--- config.mk ---
export PLATFORM = sky130hd
export DESIGN_NAME = booth_mul_arbiter
export DESIGN_NICKNAME = d
export VERILOG_FILES = /design/src/rtl/booth_mul_arbiter.sv
export SDC_FILE = /design/constraint.sdc
export NUM_CORES = 1
export LEC_CHECK = 0
export BUFFER_PORTS_ARGS = -buffer_cell sky130_fd_sc_hd__buf_4
export CAP_MARGIN = 0
export CORE_MARGIN = 2
export CORE_UTILIZATION = 35
export CTS_CLUSTER_DIAMETER = 120
export DETAILED_ROUTE_END_ITERATION = 12
export HOLD_SLACK_MARGIN = 0.06
export PLACE_DENSITY = 0.6
export RECOVER_POWER = 100
export SLEW_MARGIN = 20
export SYNTH_ARGS = -nofsm -noshare
export SYNTH_HDL_FRONTEND = slang
export SYNTH_SLANG_ARGS = --single-unit
--- constraint.sdc ---
create_clock -name clk -period 7.7 [get_ports clk]
set_input_delay 0 -clock clk [delete_from_list [all_inputs] [get_ports clk]]
set_output_delay 0 -clock clk [all_outputs]
set_load 0.03 [all_outputs]
--- src/rtl/booth_mul_arbiter.sv ---
// booth_mul_arbiter: round-robin sharing of one radix-4 Booth 16x16 multiplier between two MAC requesters
//   clk, reset_n          : rising-edge clock, asynchronous active-low reset
//   req/op/x/y/gnt{0,1}   : requester handshake; operands captured on the edge where gnt is high
//   rsp_vld/id/data/ovf   : one-cycle response strobe; id/data hold their last value between responses
//   busy                  : high while an operation is in EXEC or RESP
module booth_mul_arbiter #(
    parameter int ACC_W = 40
) (
    input  logic             clk,
    input  logic             reset_n,
    input  logic             req0,
    input  logic [1:0]       op0,
    input  logic [15:0]      x0,
    input  logic [15:0]      y0,
    output logic             gnt0,
    input  logic             req1,
    input  logic [1:0]       op1,
    input  logic [15:0]      x1,
    input  logic [15:0]      y1,
    output logic             gnt1,
    output logic             rsp_vld,
    output logic             rsp_id,
    output logic [ACC_W-1:0] rsp_data,
    output logic             rsp_ovf,
    output logic             busy
);
    typedef enum logic [1:0] {IDLE, EXEC, RESP} state_t;
    state_t state, state_nx;
    logic last, id_r, id_q, mac, ovf_nx;
    logic [1:0] op_r;
    logic signed [15:0] x_r, y_r;
    logic signed [31:0] prod, prod_c, xs;
    logic [16:0] ye;
    logic [2:0] g;
    logic signed [ACC_W-1:0] acc0, acc1, acc_sel, pe, sum, acc_nx, data_nx, data_q;

    // Booth core: each 3-bit window of {y,0} selects a digit in -2..2 weighted by 4^i
    always_comb begin
        prod_c = '0;
        xs = 32'(x_r);
        ye = {y_r, 1'b0};
        g = '0;
        for (int i = 0; i < 8; i++) begin
            g = 3'(ye >> (2 * i));
            prod_c = prod_c + ((g == 3'b011 ? xs <<< 1 : g == 3'b100 ? -(xs <<< 1) :
                                g == 3'b001 || g == 3'b010 ? xs :
                                g == 3'b101 || g == 3'b110 ? -xs : 32'sd0) <<< (2 * i));
        end
    end

    // when both request, the one that did not win last time gets the grant
    always_comb begin
        gnt0 = state != EXEC && req0 && (!req1 || last);
        gnt1 = state != EXEC && req1 && (!req0 || !last);
        state_nx = gnt0 || gnt1 ? EXEC : state == EXEC ? RESP : IDLE;
        rsp_vld = state == RESP;
        busy = state != IDLE;
    end

    // the registered product is accumulated during RESP, keeping multiply and add in separate cycles
    always_comb begin
        pe = ACC_W'(prod);
        acc_sel = id_r ? acc1 : acc0;
        sum = acc_sel + pe;
        mac = op_r == 2'b01;
        acc_nx = mac ? sum : op_r == 2'b10 ? pe : acc_sel;
        data_nx = mac || op_r == 2'b10 ? acc_nx : pe;
        ovf_nx = mac && acc_sel[ACC_W-1] == pe[ACC_W-1] && sum[ACC_W-1] != acc_sel[ACC_W-1];
        rsp_id = rsp_vld ? id_r : id_q;
        rsp_data = rsp_vld ? data_nx : data_q;
        rsp_ovf = rsp_vld && ovf_nx;
    end

    always_ff @(posedge clk or negedge reset_n) begin
        if (!reset_n) begin
            state <= IDLE;
            last <= 1'b1;
            id_r <= 1'b0;
            id_q <= 1'b0;
            op_r <= '0;
            x_r <= '0;
            y_r <= '0;
            prod <= '0;
            acc0 <= '0;
            acc1 <= '0;
            data_q <= '0;
        end else begin
            state <= state_nx;
            if (gnt0 || gnt1) begin
                last <= gnt1;
                id_r <= gnt1;
                op_r <= gnt1 ? op1 : op0;
                x_r <= gnt1 ? x1 : x0;
                y_r <= gnt1 ? y1 : y0;
            end
            if (state == EXEC)
                prod <= prod_c;
            if (state == RESP) begin
                id_q <= id_r;
                data_q <= data_nx;
                if (id_r)
                    acc1 <= acc_nx;
                else
                    acc0 <= acc_nx;
            end
        end
    end
endmodule

* After elaboration in Yosys (flattened, before gate mapping)
Cells that the tools add are included.
** Storage, ports and cells
- Logic and storage cells :: 147
- Input bits :: 72
- Output and inout bits :: 46
- Flip-flop bits (word level) :: 191
** Operators by class
- Equality and inequality tests :: 52
- Muxes and demuxes :: 42
- Reduce and logical (&&, ||, !) cells :: 31
- $add $sub $neg :: 10
- Bitwise logic cells :: 1
** Operators with widths (count)
- 32-bit adder :: 7
- 40-bit 2-to-1 mux :: 5
- 30-bit 2-to-1 mux :: 4
- 28-bit 2-to-1 mux :: 4
- 26-bit 2-to-1 mux :: 4
- 24-bit 2-to-1 mux :: 4
- 32-bit 2-to-1 mux :: 3
- 22-bit 2-to-1 mux :: 4
- 20-bit 2-to-1 mux :: 4
- 18-bit 2-to-1 mux :: 4
- 3-bit equality test (second input constant) :: 21
- 3-bit by 2-bit equality test with 1-bit output (second input constant) :: 14
- 40-bit by 32-bit adder with 40-bit output :: 1
- 16-bit 2-to-1 mux :: 2
- 16-bit negation with 32-bit output :: 1
- 17-bit negation with 32-bit output :: 1
- 3-bit by 1-bit equality test with 1-bit output (second input constant) :: 7
- 1-bit logical OR :: 18
- 2-bit equality test (second input constant) :: 4
- 1-bit logical AND :: 7
- 2-bit by 1-bit equality test with 1-bit output (second input constant) :: 3
- 2-bit 2-to-1 mux :: 3
- 2-bit AND reduction :: 2
- 1-bit zero test :: 3
- 6 further kinds :: 6

* Logic depth before layout (Yosys ltp)
- Depth after elaboration :: 13
- Mapped depth :: 34
- Mapped depth without buffers :: 31

* Worst setup path before layout
No wires, ideal clock.
- Kind :: register to register
- Start :: register x_r[0]
- End :: register prod[28]
- Library setup time :: 0.133 ns
- Data arrival time :: 7.141 ns
- Period minus slack after synthesis :: 7.275 ns
- Path buffers :: 2
- Cell stages (with the launch flop) :: 28
- Required time :: 7.567 ns
- Setup slack :: 0.425 ns
- Path through :: dfrtp_1 -> clkbuf_1 -> clkinv_1 -> ha_1 -> clkbuf_1 -> nor4b_1 -> nand2_1 -> nor4_1 -> xnor2_1 -> nand2_1 -> a31oi_1 -> fa_1 -> fa_1 -> fa_1 -> inv_1 -> fa_1 -> inv_1 -> ha_1 -> a21o_1 -> a21o_1 -> a21o_1 -> a21o_1 -> a32oi_1 -> a21oi_1 -> a211o_1 -> a21oi_1 -> xor2_1 -> o21ai_0
** On the way
- Word-level cells in the longest chain between the ends :: 12
- Elaborated cells on any way between the ends :: 40
- Classes of those cells :: 9 x add/sub; 31 x mux
** RTL lines
- from (decl) :: RTL line 31 : logic signed [15:0] x_r, y_r;
- from (signal assigned) :: RTL line 93 : x_r <= gnt1 ? x1 : x0;
- 16-bit negation with 32-bit output :: RTL line 47 : g == 3'b101 || g == 3'b110 ? -xs : 32'sd0) <<< (2 * i));
- 30-bit 2-to-1 mux :: RTL line 47
- 30-bit 2-to-1 mux :: RTL line 46 : g == 3'b001 || g == 3'b010 ? xs :
- 30-bit 2-to-1 mux (2 in series) :: RTL line 45 : prod_c = prod_c + ((g == 3'b011 ? xs <<< 1 : g == 3'b100 ? -(xs <<< 1) :
- 32-bit adder (6 in series) :: RTL line 45
- 32-bit adder * :: RTL line 45
- to (signal assigned) :: RTL line 97 : prod <= prod_c;
- to (decl) :: RTL line 32 : logic signed [31:0] prod, prod_c, xs;
Every way passes the cells marked *; elsewhere a longest branch is shown, timed or not.
A chain may end at the register's enable or synchronous reset.

* Final worst setup path
- Start :: register x_r[4]
- End :: register prod[30]
The elaborated chain is that of the path after synthesis.

==> qor.yml <==
run_status:
  outcome: "finished, violations left"
  violations: "capacitance limit, slew limit"
sta:
  fmax_ghz: 0.137
  setup_viol: 0
  finalCriticalPeriod_ns: 7.29
  fin_hold_ws_ns: 0.162
  tightestPinTransition_ns: 4.07
  finClkSkew_ns: 0.0310
  hold_violations: 0
  slew-limit-headroom: -1.71
  setup_tns_ns: 0
  period_share: 0.947
  timing.final.max_slew_violations: 353
  rsz0062_at_grt: "no"
global_route:
  antenna_found_initial: 0
  grt_max_degree: 81
  grt_first_pass_wirelength_mm: 133
  grt_overflow: 0
  grt_pass1_vias: 22100
  grt_usage: 0.275
drt:
  drc: 0
  wl_per_cell_um: 23.4
  drtPass1Iterations: 6
  routed_wl_mm: 87.9
  ant_nets: 0
  routed_via_density: 5.97
  drt_iter0_markers: 2331
  vias: 22500
floorplan:
  die-height_um: 252
  std_cell_rows: 91
  pin_count: 118
  start_util: 0.352
  die_x_um: 252
  core_um2: 61400
  die-area_um2: 63700
worst_setup_path:
  critPathArrivalTime_ns: 7.65
  worstSetupPathType: "register to register"
  end_kind: "register"
  required_ns: 8.06
  worstPathMaxFanout: 12
  crit_path_start_kind: "register"
synthesis:
  syn_avg_cell_area_um2: 7.73
  synth_cells: 2795
  yosysWarningCount: 0
  async_flop_share: 1.00
  ys.flop_type: "dfrtp_1"
  synth_edf_count: 0
  synth.cell_area_um2: 21600
  synth_nets: 3089
  seq_area_frac_synth: 0.221
  synth-seq-cells: 191
  yosysUniqueCellTypes: 85
run:
  drv_cap: 6
place:
  place_congestion: 1.04
  numPortBuffers: 117
  dp_hpwl_mm: 65.9
layout:
  n_fill_cell: 6299
  area_growth_pct: 16.1
  drive_gt1_frac: 0.114
  antennaDiodeCount: 0
  nets: 3251
clock_network:
  htree_levels: 4
  cts_buffers: 17
  clk-insertion-delay-late_ns: 0.52
  cts_tree: "built"
  post_cts.repair.setup_buffers: 0
  numClockSinks: 191
  clkSlewWorstSetupHoldPaths_ns: 0.08
  cts_root_buf: "clkbuf_16"
  max-clock-path-buffers: 2
hold_path:
  hp-class: "primary input to register"
-- layout make-up --
class | count | area (um^2) | area share
clock buffers | 17 | 425 | 0.0170
clock inverters | 14 | 200 | 0.00798
inverters | 202 | 758 | 0.0302
multi-input cells | 2183 | 15200 | 0.608
flip-flops and latches | 191 | 4780 | 0.191
well taps | 790 | 988 | 0.0394
repair buffers | 362 | 2680 | 0.107
-- stage by stage --
stage	util	std cells	instance area, um^2	setup slack, ns
2_1_floorplan	-	2795	21600	0.425
3_3_place_gp	0.391	3658	24000	0.496
3_5_place_dp	0.391	3658	24000	0.309
4_1_cts	0.412	3759	25300	0.295
5_1_grt	0.409	3759	25100	0.0234
6_report	0.409	3759	25100	0.408
-- cell usage after synthesis (all sizes together), types with 13 or more instances --
master | count | area, um^2
nor2b | 19 | 119
o21ai | 310 | 1550
xnor2 | 74 | 656
mux2 | 52 | 586
nor3 | 24 | 120
nor2 | 210 | 805
dfrtp | 190 | 4750
clkbuf | 177 | 666
xor2 | 30 | 270
inv | 193 | 724
a221oi | 39 | 342
nand2b | 18 | 113
buf | 42 | 176
nand2 | 407 | 1530
a211oi | 29 | 218
a22oi | 26 | 195
o22ai | 57 | 357
fa | 132 | 2640
a21o | 42 | 315
o31ai | 16 | 120
ha | 90 | 1130
a31oi | 58 | 378
o211ai | 19 | 143
or3 | 19 | 119
a21oi | 238 | 1190
nand3 | 27 | 135
mux2i | 43 | 430
a221o | 18 | 180
a211o | 15 | 131
and2 | 13 | 81.3
-- sequential cells by signal (all words and copies together) (netlist names), 2 cells and up --
name	flops
state	2
acc1	40
data_q	40
acc0	40
x_r	16
op_r	2
y_r	16
prod	32
-- critical path, stage by stage, from the launching register on --
cell	delay, ns
dfrtp_1	0.39
or4_1	0.53
or4_1	0.72
nor2_8	0.27
inv_2	0.06
ha_1	0.28
clkbuf_2	0.21
o21ai_0	0.27
nand2_1	0.08
o311ai_0	0.09
o21ai_0	0.18
fa_1	0.56
inv_1	0.06
fa_1	0.46
fa_1	0.54
inv_1	0.05
fa_1	0.52
inv_1	0.04
ha_1	0.29
a21o_1	0.20
a21o_1	0.17
a21oi_1	0.19
nor2b_1	0.09
or4_1	0.39
a21oi_1	0.17
o21bai_1	0.10
xnor2_1	0.12
o21ai_0	0.08
-- cell usage in the layout, fill, tap and decap left out, drive strengths merged, types with 16 or more instances in the layout --
| cell | instances |
|---|---|
| nand2 | 407 |
| o21ai | 310 |
| a21oi | 238 |
| buf | 233 |
| nor2 | 210 |
| inv | 197 |
| dfrtp | 190 |
| fa | 132 |
| ha | 90 |
| clkbuf | 76 |
| xnor2 | 74 |
| dlygate4sd3 | 70 |
| a31oi | 58 |
| o22ai | 57 |
| mux2 | 52 |
| mux2i | 43 |
| a21o | 42 |
| a221oi | 39 |
| xor2 | 30 |
| a211oi | 29 |
| nand3 | 27 |
| a22oi | 26 |
| nor3 | 24 |
| or3 | 19 |
| o211ai | 19 |
| nor2b | 19 |
| a221o | 18 |
| nand2b | 18 |
| o31ai | 16 |
-- final timing paths --
kind	start	endpoint	slack, ns	cells after the start
worst max register to register	x_r[4]	prod[30]	0.41	27
worst max-delay path	x_r[4]	prod[30]	0.41	27
worst min-delay path	req1	state[0]	0.16	5
max in group asynchronous	reset_n	data_q[26]	1.84	4
min in group asynchronous	reset_n	acc0[4]	1.46	2
worst min register to register	last	last	0.48	2
-- kinds of logic (layout without fill, tap and decap cells) --
group / after synthesis / in the layout / share of synthesized area
muxes: 95 / 95 / 0.0471
and+or+nand+nor: 781 / 781 / 0.154
buffers and inverters: 421 / 595 / 0.0741
xor gates and xnor gates: 105 / 105 / 0.0439
adders and majority gates: 234 / 234 / 0.180
AOI/OAI and AO/OA: 968 / 968 / 0.279
DFF: 191 / 191 / 0.221
-- layer usage --
| layer | vias to the layer above | track usage | wire, um |
|---|---|---|---|
| met5 | - | 0 | 0 |
| met4 | 0 | 0.132 | 4340 |
| met3 | 248 | 0.0504 | 7020 |
| met2 | 1152 | 0.442 | 39900 |
| met1 | 10900 | 0.357 | 36600 |
| li1 | 10100 | - | - |
-- timing repair --
item                       in CTS  in global routing
resized for setup               0                  5
setup endpoints to repair       0                  8
hold buffers                   70                  0
hold endpoints to repair      105                  0
Power is not shown: default switching activity piles up to over one toggle a cycle in this logic, so the estimate is an artifact.
